===== src/rtl/taxi_axil_if.sv =====
// AXI-Lite write and read channel bundle shared by initiators and responders.
// A transfer on any channel happens at a rising clk edge where both valid and ready
// are high. The source keeps valid and its payload stable until that edge, and
// valid never depends combinationally on ready.
interface taxi_axil_if #(
    parameter int DATA_W = 32,
    parameter int ADDR_W = 32,
    parameter int STRB_W = DATA_W / 8
);
    logic [ADDR_W-1:0] awaddr;
    logic              awvalid;
    logic              awready;
    logic [DATA_W-1:0] wdata;
    logic [STRB_W-1:0] wstrb;
    logic              wvalid;
    logic              wready;
    logic [1:0]        bresp;
    logic              bvalid;
    logic              bready;
    logic [ADDR_W-1:0] araddr;
    logic              arvalid;
    logic              arready;
    logic [DATA_W-1:0] rdata;
    logic [1:0]        rresp;
    logic              rvalid;
    logic              rready;

    modport wr_mst (
        output awaddr, awvalid, wdata, wstrb, wvalid, bready,
        input  awready, wready, bresp, bvalid
    );

    modport wr_slv (
        input  awaddr, awvalid, wdata, wstrb, wvalid, bready,
        output awready, wready, bresp, bvalid
    );

    modport rd_mst (
        output araddr, arvalid, rready,
        input  arready, rdata, rresp, rvalid
    );

    modport rd_slv (
        input  araddr, arvalid, rready,
        output arready, rdata, rresp, rvalid
    );
endinterface


===== src/rtl/axil_mem_tester.sv =====
// AXI-Lite memory self-test initiator: LFSR-driven write then read-back pairs,
// with error counting, first-failure capture and a per-handshake watchdog.
module axil_mem_tester #(
    parameter int unsigned NUM_TXN   = 20,
    parameter logic [31:0] SEED      = 32'h0000_0001,
    parameter logic [31:0] ADDR_MASK = 32'h00FF_FFFC,
    parameter int unsigned TIMEOUT   = 1024
) (
    input  logic         clk,
    input  logic         rst_n,
    input  logic         start,
    output logic         busy,
    output logic         done,
    output logic         pass,
    output logic         timeout,
    output logic [15:0]  err_count,
    output logic [31:0]  first_err_addr,
    output logic [15:0]  txn_count,
    output logic [2:0]   dbg_state,
    taxi_axil_if.wr_mst  m_axil_wr,
    taxi_axil_if.rd_mst  m_axil_rd
);
    localparam logic [31:0] SEED_EFF = (SEED == 32'd0) ? 32'd1 : SEED;
    localparam logic [31:0] AMASK    = ADDR_MASK & 32'hFFFF_FFFC;
    localparam logic [16:0] LAST     = 17'(NUM_TXN);
    localparam logic [31:0] WD_LIMIT = 32'(TIMEOUT);
    localparam logic [31:0] POLY     = 32'h8020_0003;

    typedef enum logic [2:0] {
        IDLE, WR_REQ, WR_RESP, RD_REQ, RD_RESP, CHECK, DONE
    } state_t;

    state_t      state_q, state_d;
    logic [31:0] lfsr_q, lfsr_d, lfsr_step;
    logic [31:0] wd_cnt_q, wd_cnt_d;
    logic        awvalid_q, awvalid_d, wvalid_q, wvalid_d, bready_q, bready_d;
    logic        arvalid_q, arvalid_d, rready_q, rready_d;
    logic [31:0] awaddr_q, awaddr_d, wdata_q, wdata_d, araddr_q, araddr_d;
    logic [3:0]  wstrb_q, wstrb_d;
    logic [15:0] err_q, err_d, txn_q, txn_d;
    logic [31:0] ferr_q, ferr_d;
    logic        tmo_q, tmo_d;
    logic        waiting, err_hit;
    logic [31:0] cur_addr;

    assign lfsr_step = {1'b0, lfsr_q[31:1]} ^ (lfsr_q[0] ? POLY : 32'd0);
    assign cur_addr  = lfsr_q & AMASK;
    assign waiting   = (state_q == WR_REQ) || (state_q == WR_RESP) ||
                       (state_q == RD_REQ) || (state_q == RD_RESP);

    always_ff @(posedge clk or negedge rst_n) begin
        if (!rst_n) begin
            state_q   <= IDLE;
            lfsr_q    <= 32'd0;
            wd_cnt_q  <= 32'd0;
            awvalid_q <= 1'b0;
            wvalid_q  <= 1'b0;
            bready_q  <= 1'b0;
            arvalid_q <= 1'b0;
            rready_q  <= 1'b0;
            awaddr_q  <= 32'd0;
            wdata_q   <= 32'd0;
            wstrb_q   <= 4'd0;
            araddr_q  <= 32'd0;
            err_q     <= 16'd0;
            txn_q     <= 16'd0;
            ferr_q    <= 32'd0;
            tmo_q     <= 1'b0;
        end else begin
            state_q   <= state_d;
            lfsr_q    <= lfsr_d;
            wd_cnt_q  <= wd_cnt_d;
            awvalid_q <= awvalid_d;
            wvalid_q  <= wvalid_d;
            bready_q  <= bready_d;
            arvalid_q <= arvalid_d;
            rready_q  <= rready_d;
            awaddr_q  <= awaddr_d;
            wdata_q   <= wdata_d;
            wstrb_q   <= wstrb_d;
            araddr_q  <= araddr_d;
            err_q     <= err_d;
            txn_q     <= txn_d;
            ferr_q    <= ferr_d;
            tmo_q     <= tmo_d;
        end
    end

    always_comb begin
        state_d   = state_q;
        lfsr_d    = lfsr_q;
        awvalid_d = awvalid_q;
        wvalid_d  = wvalid_q;
        bready_d  = bready_q;
        arvalid_d = arvalid_q;
        rready_d  = rready_q;
        awaddr_d  = awaddr_q;
        wdata_d   = wdata_q;
        wstrb_d   = wstrb_q;
        araddr_d  = araddr_q;
        err_d     = err_q;
        txn_d     = txn_q;
        ferr_d    = ferr_q;
        tmo_d     = tmo_q;
        err_hit   = 1'b0;

        // The watchdog wins over any handshake landing in the same cycle.
        if (waiting && (wd_cnt_q == WD_LIMIT)) begin
            awvalid_d = 1'b0;
            wvalid_d  = 1'b0;
            bready_d  = 1'b0;
            arvalid_d = 1'b0;
            rready_d  = 1'b0;
            tmo_d     = 1'b1;
            state_d   = DONE;
        end else begin
            case (state_q)
                IDLE, DONE: begin
                    if (start) begin
                        lfsr_d    = SEED_EFF;
                        err_d     = 16'd0;
                        txn_d     = 16'd0;
                        ferr_d    = 32'd0;
                        tmo_d     = 1'b0;
                        awaddr_d  = SEED_EFF & AMASK;
                        wdata_d   = SEED_EFF;
                        wstrb_d   = 4'hF;
                        awvalid_d = 1'b1;
                        wvalid_d  = 1'b1;
                        state_d   = WR_REQ;
                    end
                end
                WR_REQ: begin
                    if (awvalid_q && m_axil_wr.awready) awvalid_d = 1'b0;
                    if (wvalid_q && m_axil_wr.wready)   wvalid_d  = 1'b0;
                    if (!awvalid_d && !wvalid_d) begin
                        bready_d = 1'b1;
                        state_d  = WR_RESP;
                    end
                end
                WR_RESP: begin
                    if (m_axil_wr.bvalid) begin
                        err_hit   = (m_axil_wr.bresp != 2'b00);
                        bready_d  = 1'b0;
                        arvalid_d = 1'b1;
                        araddr_d  = cur_addr;
                        state_d   = RD_REQ;
                    end
                end
                RD_REQ: begin
                    if (m_axil_rd.arready) begin
                        arvalid_d = 1'b0;
                        rready_d  = 1'b1;
                        state_d   = RD_RESP;
                    end
                end
                RD_RESP: begin
                    if (m_axil_rd.rvalid) begin
                        err_hit  = (m_axil_rd.rresp != 2'b00) || (m_axil_rd.rdata != wdata_q);
                        rready_d = 1'b0;
                        state_d  = CHECK;
                    end
                end
                CHECK: begin
                    txn_d  = txn_q + 16'd1;
                    lfsr_d = lfsr_step;
                    if (({1'b0, txn_q} + 17'd1) == LAST) begin
                        state_d = DONE;
                    end else begin
                        awaddr_d  = lfsr_step & AMASK;
                        wdata_d   = lfsr_step;
                        awvalid_d = 1'b1;
                        wvalid_d  = 1'b1;
                        state_d   = WR_REQ;
                    end
                end
                default: state_d = IDLE;
            endcase
        end

        if (err_hit) begin
            if (err_q == 16'd0)     ferr_d = cur_addr;
            if (err_q != 16'hFFFF)  err_d  = err_q + 16'd1;
        end

        wd_cnt_d = (waiting && (state_d == state_q)) ? wd_cnt_q + 32'd1 : 32'd0;
    end

    assign busy           = (state_q != IDLE) && (state_q != DONE);
    assign done           = (state_q == DONE);
    assign pass           = done && (err_q == 16'd0) && !tmo_q;
    assign timeout        = tmo_q;
    assign err_count      = err_q;
    assign first_err_addr = ferr_q;
    assign txn_count      = txn_q;
    assign dbg_state      = state_q;

    assign m_axil_wr.awaddr  = awaddr_q;
    assign m_axil_wr.awvalid = awvalid_q;
    assign m_axil_wr.wdata   = wdata_q;
    assign m_axil_wr.wstrb   = wstrb_q;
    assign m_axil_wr.wvalid  = wvalid_q;
    assign m_axil_wr.bready  = bready_q;
    assign m_axil_rd.araddr  = araddr_q;
    assign m_axil_rd.arvalid = arvalid_q;
    assign m_axil_rd.rready  = rready_q;
endmodule


===== src/flat_wrapper.sv =====
// flat-port wrapper written by rule: the top's interface ports become plain ports
module axil_mem_tester_flat 
#(
    parameter int unsigned NUM_TXN   = 20,
    parameter logic [31:0] SEED      = 32'h0000_0001,
    parameter logic [31:0] ADDR_MASK = 32'h00FF_FFFC,
    parameter int unsigned TIMEOUT   = 1024
)
  (clk, rst_n, start, busy, done, pass, timeout, err_count, first_err_addr, txn_count, dbg_state, m_axil_wr_awaddr, m_axil_wr_awvalid, m_axil_wr_wdata, m_axil_wr_wstrb, m_axil_wr_wvalid, m_axil_wr_bready, m_axil_wr_awready, m_axil_wr_wready, m_axil_wr_bresp, m_axil_wr_bvalid, m_axil_rd_araddr, m_axil_rd_arvalid, m_axil_rd_rready, m_axil_rd_arready, m_axil_rd_rdata, m_axil_rd_rresp, m_axil_rd_rvalid);
  taxi_axil_if m_axil_wr_i ();
  taxi_axil_if m_axil_rd_i ();
  input  logic clk;
  input  logic rst_n;
  input  logic start;
  output logic busy;
  output logic done;
  output logic pass;
  output logic timeout;
  output logic [15:0] err_count;
  output logic [31:0] first_err_addr;
  output logic [15:0] txn_count;
  output logic [2:0] dbg_state;
  output wire logic [$bits(m_axil_wr_i.awaddr)-1:0] m_axil_wr_awaddr;
  output wire logic [$bits(m_axil_wr_i.awvalid)-1:0] m_axil_wr_awvalid;
  output wire logic [$bits(m_axil_wr_i.wdata)-1:0] m_axil_wr_wdata;
  output wire logic [$bits(m_axil_wr_i.wstrb)-1:0] m_axil_wr_wstrb;
  output wire logic [$bits(m_axil_wr_i.wvalid)-1:0] m_axil_wr_wvalid;
  output wire logic [$bits(m_axil_wr_i.bready)-1:0] m_axil_wr_bready;
  input wire logic [$bits(m_axil_wr_i.awready)-1:0] m_axil_wr_awready;
  input wire logic [$bits(m_axil_wr_i.wready)-1:0] m_axil_wr_wready;
  input wire logic [$bits(m_axil_wr_i.bresp)-1:0] m_axil_wr_bresp;
  input wire logic [$bits(m_axil_wr_i.bvalid)-1:0] m_axil_wr_bvalid;
  output wire logic [$bits(m_axil_rd_i.araddr)-1:0] m_axil_rd_araddr;
  output wire logic [$bits(m_axil_rd_i.arvalid)-1:0] m_axil_rd_arvalid;
  output wire logic [$bits(m_axil_rd_i.rready)-1:0] m_axil_rd_rready;
  input wire logic [$bits(m_axil_rd_i.arready)-1:0] m_axil_rd_arready;
  input wire logic [$bits(m_axil_rd_i.rdata)-1:0] m_axil_rd_rdata;
  input wire logic [$bits(m_axil_rd_i.rresp)-1:0] m_axil_rd_rresp;
  input wire logic [$bits(m_axil_rd_i.rvalid)-1:0] m_axil_rd_rvalid;
  assign m_axil_wr_awaddr = m_axil_wr_i.awaddr;
  assign m_axil_wr_awvalid = m_axil_wr_i.awvalid;
  assign m_axil_wr_wdata = m_axil_wr_i.wdata;
  assign m_axil_wr_wstrb = m_axil_wr_i.wstrb;
  assign m_axil_wr_wvalid = m_axil_wr_i.wvalid;
  assign m_axil_wr_bready = m_axil_wr_i.bready;
  assign m_axil_wr_i.awready = m_axil_wr_awready;
  assign m_axil_wr_i.wready = m_axil_wr_wready;
  assign m_axil_wr_i.bresp = m_axil_wr_bresp;
  assign m_axil_wr_i.bvalid = m_axil_wr_bvalid;
  assign m_axil_rd_araddr = m_axil_rd_i.araddr;
  assign m_axil_rd_arvalid = m_axil_rd_i.arvalid;
  assign m_axil_rd_rready = m_axil_rd_i.rready;
  assign m_axil_rd_i.arready = m_axil_rd_arready;
  assign m_axil_rd_i.rdata = m_axil_rd_rdata;
  assign m_axil_rd_i.rresp = m_axil_rd_rresp;
  assign m_axil_rd_i.rvalid = m_axil_rd_rvalid;
  axil_mem_tester #(.NUM_TXN(NUM_TXN), .SEED(SEED), .ADDR_MASK(ADDR_MASK), .TIMEOUT(TIMEOUT)) u_core (.clk(clk), .rst_n(rst_n), .start(start), .busy(busy), .done(done), .pass(pass), .timeout(timeout), .err_count(err_count), .first_err_addr(first_err_addr), .txn_count(txn_count), .dbg_state(dbg_state), .m_axil_wr(m_axil_wr_i), .m_axil_rd(m_axil_rd_i));
endmodule

===== config.mk =====
export PLATFORM = sky130hd
export DESIGN_NAME = axil_mem_tester_flat
export DESIGN_NICKNAME = d
export VERILOG_FILES = /design/src/rtl/taxi_axil_if.sv /design/src/rtl/axil_mem_tester.sv /design/src/flat_wrapper.sv
export SDC_FILE = /design/constraint.sdc
export NUM_CORES = 1
export LEC_CHECK = 0
export ABC_AREA = 0
export CAP_MARGIN = 30
export CORE_MARGIN = 4
export CORE_UTILIZATION = 42
export CTS_CLUSTER_DIAMETER = 200
export DETAILED_ROUTE_END_ITERATION = 8
export PLACE_DENSITY = 0.69
export SLEW_MARGIN = 15
export SYNTH_ARGS = -nofsm -noshare
export SYNTH_HDL_FRONTEND = slang
export SYNTH_SLANG_ARGS = --single-unit

===== constraint.sdc =====
create_clock -name clk -period 3 [get_ports clk]
set_input_delay 0.75 -clock clk [delete_from_list [all_inputs] [get_ports clk]]
set_output_delay 0.75 -clock clk [all_outputs]
set_load 0.1 [all_outputs]

==> results of run 1 <==
## cell families (layout without fill, tap and decap cells)
family / after synthesis / after routing
multiplexers: 57 / 57
adder cells (fa/ha/maj): 5 / 5
flip-flops: 192 / 192
XOR/XNOR: 70 / 70
AO/OA/AOI/OAI: 142 / 142
AND/OR/NAND/NOR: 358 / 358
other: 1 / 21
buffers and inverters: 128 / 302
## synth_stat cells, types with 14 or more instances
| cell type | n |
|---|---|
| a21oi_1 | 22 |
| a22o_1 | 29 |
| and3_1 | 21 |
| buf_4 | 51 |
| clkbuf_1 | 24 |
| dfrtp_1 | 192 |
| inv_1 | 36 |
| mux2_2 | 20 |
| mux2i_1 | 32 |
| nand2_1 | 143 |
| nand3_1 | 30 |
| nand4_1 | 20 |
| nor2_1 | 64 |
| nor3_1 | 14 |
| nor4_1 | 17 |
| o21ai_0 | 61 |
| xnor2_1 | 23 |
| xor2_1 | 47 |
## sequential cells by signal, indices dropped and copies added (netlist names)
name,count
u_core.m_axil_rd.arvalid,1
u_core.lfsr_q,32
u_core.err_count,16
u_core.timeout,1
u_core.first_err_addr,32
u_core.m_axil_rd.rready,1
u_core.m_axil_wr.awvalid,1
u_core.wd_cnt_q,32
u_core.m_axil_wr.wdata,32
u_core.m_axil_wr.wstrb,1
u_core.m_axil_wr.wvalid,1
u_core.dbg_state,3
u_core.txn_count,16
u_core.m_axil_wr.bready,1
u_core.m_axil_rd.araddr,22
## metrics by stage
stage / setup slack, ns / hold slack [ns] / utilization / instances / setup TNS, ns
after CTS: 0.0160 / 0.237 / 0.541 / 1425 / 0
after global placement: -0.0825 / 0.482 / 0.516 / 1394 / -2.86
after floorplan: -0.0428 / 0.454 / - / 972 / -0.0428
final: 0.223 / 0.247 / 0.542 / 1427 / 0
after global routing: 0.0939 / 0.252 / 0.542 / 1427 / 0
after detailed placement: -0.193 / 0.484 / 0.516 / 1394 / -5.63
## area by class of cell
cell class | instances | area share
Antenna cell | 1 | 0.000210
Inverter | 36 | 0.0113
Sequential cell | 192 | 0.404
Timing Repair Buffer | 235 | 0.166
Multi-Input combinational cell | 652 | 0.343
Clock buffer | 18 | 0.0360
Tap cell | 280 | 0.0294
Clock inverter | 13 | 0.0102
## worst min path at each step
stage / endpoint / slack, ns / startpoint
2_1_floorplan: u_core.dbg_state[0] / 0.45 / rst_n
3_3_place_gp: u_core.m_axil_rd.araddr[22] / 0.48 / u_core.m_axil_rd.araddr[22]
3_5_place_dp: u_core.m_axil_rd.araddr[22] / 0.48 / u_core.m_axil_rd.araddr[22]
4_1_cts: u_core.txn_count[12] / 0.24 / rst_n
5_1_grt: u_core.txn_count[12] / 0.25 / rst_n
6_report: u_core.txn_count[6] / 0.25 / rst_n
## power groups by stage
| stage | combinational (mW) | sequential (mW) | clock (mW) |
|---|---|---|---|
| after floorplan | 1.36 | 3.80 | 0 |
| after global placement | 3.01 | 3.00 | 0 |
| after detailed placement | 3.02 | 3.01 | 0 |
| after CTS | 3.03 | 2.96 | 2.20 |
| after global routing | 3.21 | 2.98 | 2.31 |
| final | 3.03 | 2.96 | 2.16 |
## layer usage
layer	vias to the layer above	routed length (microns)	track usage
met4	0	514	0.0686
met1	3742	11800	0.297
li1	3595	-	-
met3	27	1450	0.0375
met5	-	0	0
met2	244	11700	0.300
## timing repair
action / CTS / global route
setup endpoints to repair: 0 / 1
buffers inserted: 0 / 1
gates resized for setup: 0 / 1
==> results.cfg, run 1 <==
[setup_path]
cp_common_cell = buf_4
cp.required_ns = 3.35
critPathKind = primary input to flip-flop
worst-path-stages = 9
cpPeakStageDelay_ns = 0.48
cp_slowest_cell = or4_1
rr_worst_depth = 6
startpoint = m_axil_wr_bvalid
critPathCaptureType = flip-flop
cp.arrival_ns = 3.13
crit_chain = clkdlybuf4s50_1 > nor4bb_1 > o21ai_1 > a21oi_2 > buf_4 > nand3_1 > buf_4 > or4_1 > a21oi_1
cp_max_fo = 14
ff2ff_setup_slack_ns = 0.38
cp-start-kind = primary input
r2r-end = u_core.m_axil_wr.wdata[2]
r2r_start = u_core.txn_count[3]
cp_top_family = simple AND/OR/NAND/NOR gates
worstSetupEndpoint = u_core.err_count[9]
cp_num_buf_inv = 3

[pwr]
p_comb_frac = 0.372
clock_power_share = 0.265
ir_drop_v = 0.000560
leakagePower_nw = 5.74
power.internal_mw = 4.64
p_per_area_mw_per_mm2 = 683
switching_power_mw = 3.51
seqPwrFrac = 0.363
power.total_mw = 8.14
netSwitchingFraction = 0.431

[place]
dpl_cell_area_sq_mm = 0.0114
port_buffers = 199
routabilityCongestion = 0.817
dpl.hpwl_microns = 17900

[synthesis]
yosysWarnings = 0
synth_cells = 953
synth_area_leaders = dfrtp_1, nand2_1, xor2_1
synth_top_area_share = 0.505
synth_top_family_by_area = simple AND/OR/NAND/NOR gates
synthesis.area_sq_mm = 0.00951
synth_simple_gate_area_frac = 0.187
synth-seq-area-share = 0.505
synthDistinctLibCells = 56
async_flop_share = 1.00
synth_mux_area_frac = 0.0633
ys_ff_latch = 192
synth_fa_ha_area_frac = 0.00658
ys_dominant_reg_cell = dfrtp_1
synth_edf_count = 0
synth_compound_area_frac = 0.0970
synth-xor-area-share = 0.0645
syn_area_per_cell_sq_um = 9.98
synth_area_leader_cell = dfrtp_1

[route]
ant_nets = 0
first_iter_violations = 436
drc_errors = 0
avgRoutedWirePerCell_microns = 17.9
viasPerCell = 5.33
wl_microns = 25500
vias = 7608
dr.pass1.iters = 4

[clock_tree]
cts_tree = yes
cts.hold.buffers_added = 0
root_buffer = clkbuf_16
clk_path_buf_depth = 2
htreeDepth = 4
clock_latency_ns = 0.43
cts_made_buffers = 17
clk_pin_slew_ns = 0.07
clkSinkCount = 192

[timing]
final_max_slew_viol_count = 0
tightest_slew_ns = 0.824
fmax_mhz = 360
hold_violations = 0
period_share = 0.926
max-slew-margin-rel = 0.451
fin_worst_skew_ns = 0.0148
finalSetupViolCount = 0
rsz0062_at_grt = no
post-route-min-period_ns = 2.78

[cells_and_area]
syn_to_final_growth_pct = 25.5
final_cell_mix = buf_4, dfrtp_1, nand2_1
fillCellCount = 1973
mostFrequentLayoutCell = buf_4
multi_input_area_sq_mm = 0.00410
drive_gt1_frac = 0.243
final_cell_area_sq_mm = 0.0119
seq_area_sq_mm = 0.00482
fin_nets = 1183

[global_route]
overflow = 0
grt_antenna_before_repair = 1
grt_max_degree = 90
grtUsageTotal = 0.202
grt_pass1_vias = 7245
grt_pass1_wl_microns = 40000

[floorplan]
coreArea_sq_mm = 0.0220
die_w_microns = 158
ios = 220
dieArea_sq_mm = 0.0251
die_h_microns = 158
rows = 54
initial_utilization = 0.432

[outcome]
status = finished, final reports clean

[run]
cap_violations = 0

[hold_path]
hold_class = primary input to asynchronous set/reset pin
No activity file was read; power rests on OpenSTA's default activity.
==> run 2: changes to the inputs <==
--- a/config.mk
+++ b/config.mk
@@ -7,11 +7,11 @@
 export LEC_CHECK = 0
 export ABC_AREA = 0
 export CAP_MARGIN = 30
-export CORE_MARGIN = 4
 export CORE_UTILIZATION = 42
 export CTS_CLUSTER_DIAMETER = 200
 export DETAILED_ROUTE_END_ITERATION = 8
 export PLACE_DENSITY = 0.69
+export RECOVER_POWER = 100
 export SLEW_MARGIN = 15
 export SYNTH_ARGS = -nofsm -noshare
 export SYNTH_HDL_FRONTEND = slang
==> results.cfg, run 2 (synthesis gave the netlist of run 1 again) <==
[setup_path]
critPathCaptureType = flip-flop
rr_worst_depth = 7
startpoint = m_axil_rd_rdata[31]
ff2ff_setup_slack_ns = 0.19
cp.required_ns = 3.34
critPathKind = primary input to flip-flop
cp-start-kind = primary input
cp_max_fo = 3
r2r-end = u_core.m_axil_wr.wdata[5]
cp.arrival_ns = 3.24
r2r_start = u_core.dbg_state[1]

[clock_tree]
cts.hold.buffers_added = 0
cts_made_buffers = 17
clk_path_buf_depth = 2
clkSinkCount = 192
clock_latency_ns = 0.44
cts_tree = yes
cts_resized = 0
root_buffer = clkbuf_16
clk_pin_slew_ns = 0.08
cts_setup_buffers = 0
htreeDepth = 4

[place]
routabilityCongestion = 0.845
dpl.hpwl_microns = 17900
dpl_cell_area_sq_mm = 0.0114
pre_cts_ws_ns = -0.273
port_buffers = 199

[global_route]
grtUsageTotal = 0.220
grt_max_degree = 58
grt_pass1_vias = 7302
overflow = 0
grt_pass1_wl_microns = 40600
grt_antenna_before_repair = 0

[hold_path]
hold_class = flip-flop to flip-flop
hold_end = u_core.m_axil_rd.araddr[22]
hold_depth = 1
hold_path.startpoint = u_core.m_axil_rd.araddr[22]

[cells_and_area]
mostFrequentLayoutCell = dfrtp_1
final_cell_mix = dfrtp_1, clkbuf_1, nand2_1
final_cell_area_sq_mm = 0.0113
fillCellCount = 2176
antenna-diode-count = 0
syn_to_final_growth_pct = 19.1
drive_gt1_frac = 0.106
fin_nets = 1187

[floorplan]
rows = 54
ios = 220
die_w_microns = 152
initial_utilization = 0.432
coreArea_sq_mm = 0.0220
die_h_microns = 152
dieArea_sq_mm = 0.0232

[timing]
layout_setup_ws_ns = 0.110
final_max_slew_viol_count = 57
max-slew-margin-rel = -0.0128
finalSetupViolCount = 0
fmax_mhz = 346
fin_worst_skew_ns = 0.0173
period_share = 0.963
tightest_slew_ns = 1.52
post-route-min-period_ns = 2.89
hold_violations = 0
rsz0062_at_grt = no
whs_ns = 0.510

[route]
ant_nets = 0
vias = 7562
dr.pass1.iters = 8
viasPerCell = 5.28
wl_microns = 25100
first_iter_violations = 561
avgRoutedWirePerCell_microns = 17.5
drc_errors = 10

[outcome]
violations = design-rule violations, max-capacitance violations, max-slew violations
status = complete, but fails checks

[pwr]
ir_drop_v = 0.000585
leakagePower_nw = 5.10
p_per_area_mw_per_mm2 = 722
power.total_mw = 8.17

[run]
cap_violations = 1
-- run 2: cell types whose count changed in the layout (fill, tap and decap cells not counted), moves of 2 or more --
| cell | change |
|---|---|
| buf_4 | -165 |
| clkbuf_1 | +158 |
| clkbuf_2 | +13 |
| buf_12 | -5 |
| clkinv_8 | +4 |
| clkinv_4 | -3 |
| bufinv_16 | +2 |
| dfrtp_1 | +2 |
| dfrtp_2 | -2 |
| nor4b_1 | +2 |
-- run 2: how the worst max path moves through the flow --
stage	end	slack (ns)	cells after the start
floorplan	pass	-0.04	5
global placement	u_core.first_err_addr[16]	-0.23	9
detailed placement	u_core.first_err_addr[11]	-0.27	9
CTS	pass	0.02	6
global route	pass	0.03	6
finish	u_core.first_err_addr[21]	0.11	9
-- run 2: stage by stage --
stage,util,cells,TNS [ns]
final,0.514,1431,0
after global placement,0.516,1397,-9.09
after floorplan,-,972,-0.0428
after CTS,0.546,1430,0
after detailed placement,0.517,1398,-10.01
after global routing,0.514,1431,0
-- run 2: layout make-up --
type / count / area (sq um) / area share
Inverter: 36 / 135 / 0.0119
Tap cell: 280 / 350 / 0.0309
Timing Repair Buffer: 239 / 1310 / 0.116
Clock buffer: 17 / 425 / 0.0376
Multi-Input combinational cell: 652 / 4080 / 0.360
Clock inverter: 15 / 213 / 0.0188
Sequential cell: 192 / 4820 / 0.425
-- run 2: critical path, cell delays in order --
cell	delay, ns
clkdlybuf4s50_1	0.42
xor2_1	0.15
nor4_1	0.56
buf_4	0.21
nand3_1	0.11
nor4_4	0.33
or3_2	0.21
clkbuf_1	0.26
mux2i_1	0.24
-- run 2: layer usage --
metal / share of wire / global-route usage / wire (microns) / vias to the layer above
met3: 0.054 / 0.0435 / 1350 / 22
met1: 0.46 / 0.311 / 11600 / 3728
li1: - / - / - / 3594
met2: 0.47 / 0.348 / 11900 / 218
met4: 0.011 / 0.0539 / 279 / 0
met5: 0 / 0 / 0 / -
-- run 2: report_power, final --
group,switching (mW),leakage [nW],internal (mW)
Sequential,0.216,2.63,2.74
Clock,1.11,0.307,1.29
Combinational,2.21,2.16,0.604
Total,3.53,5.10,4.64
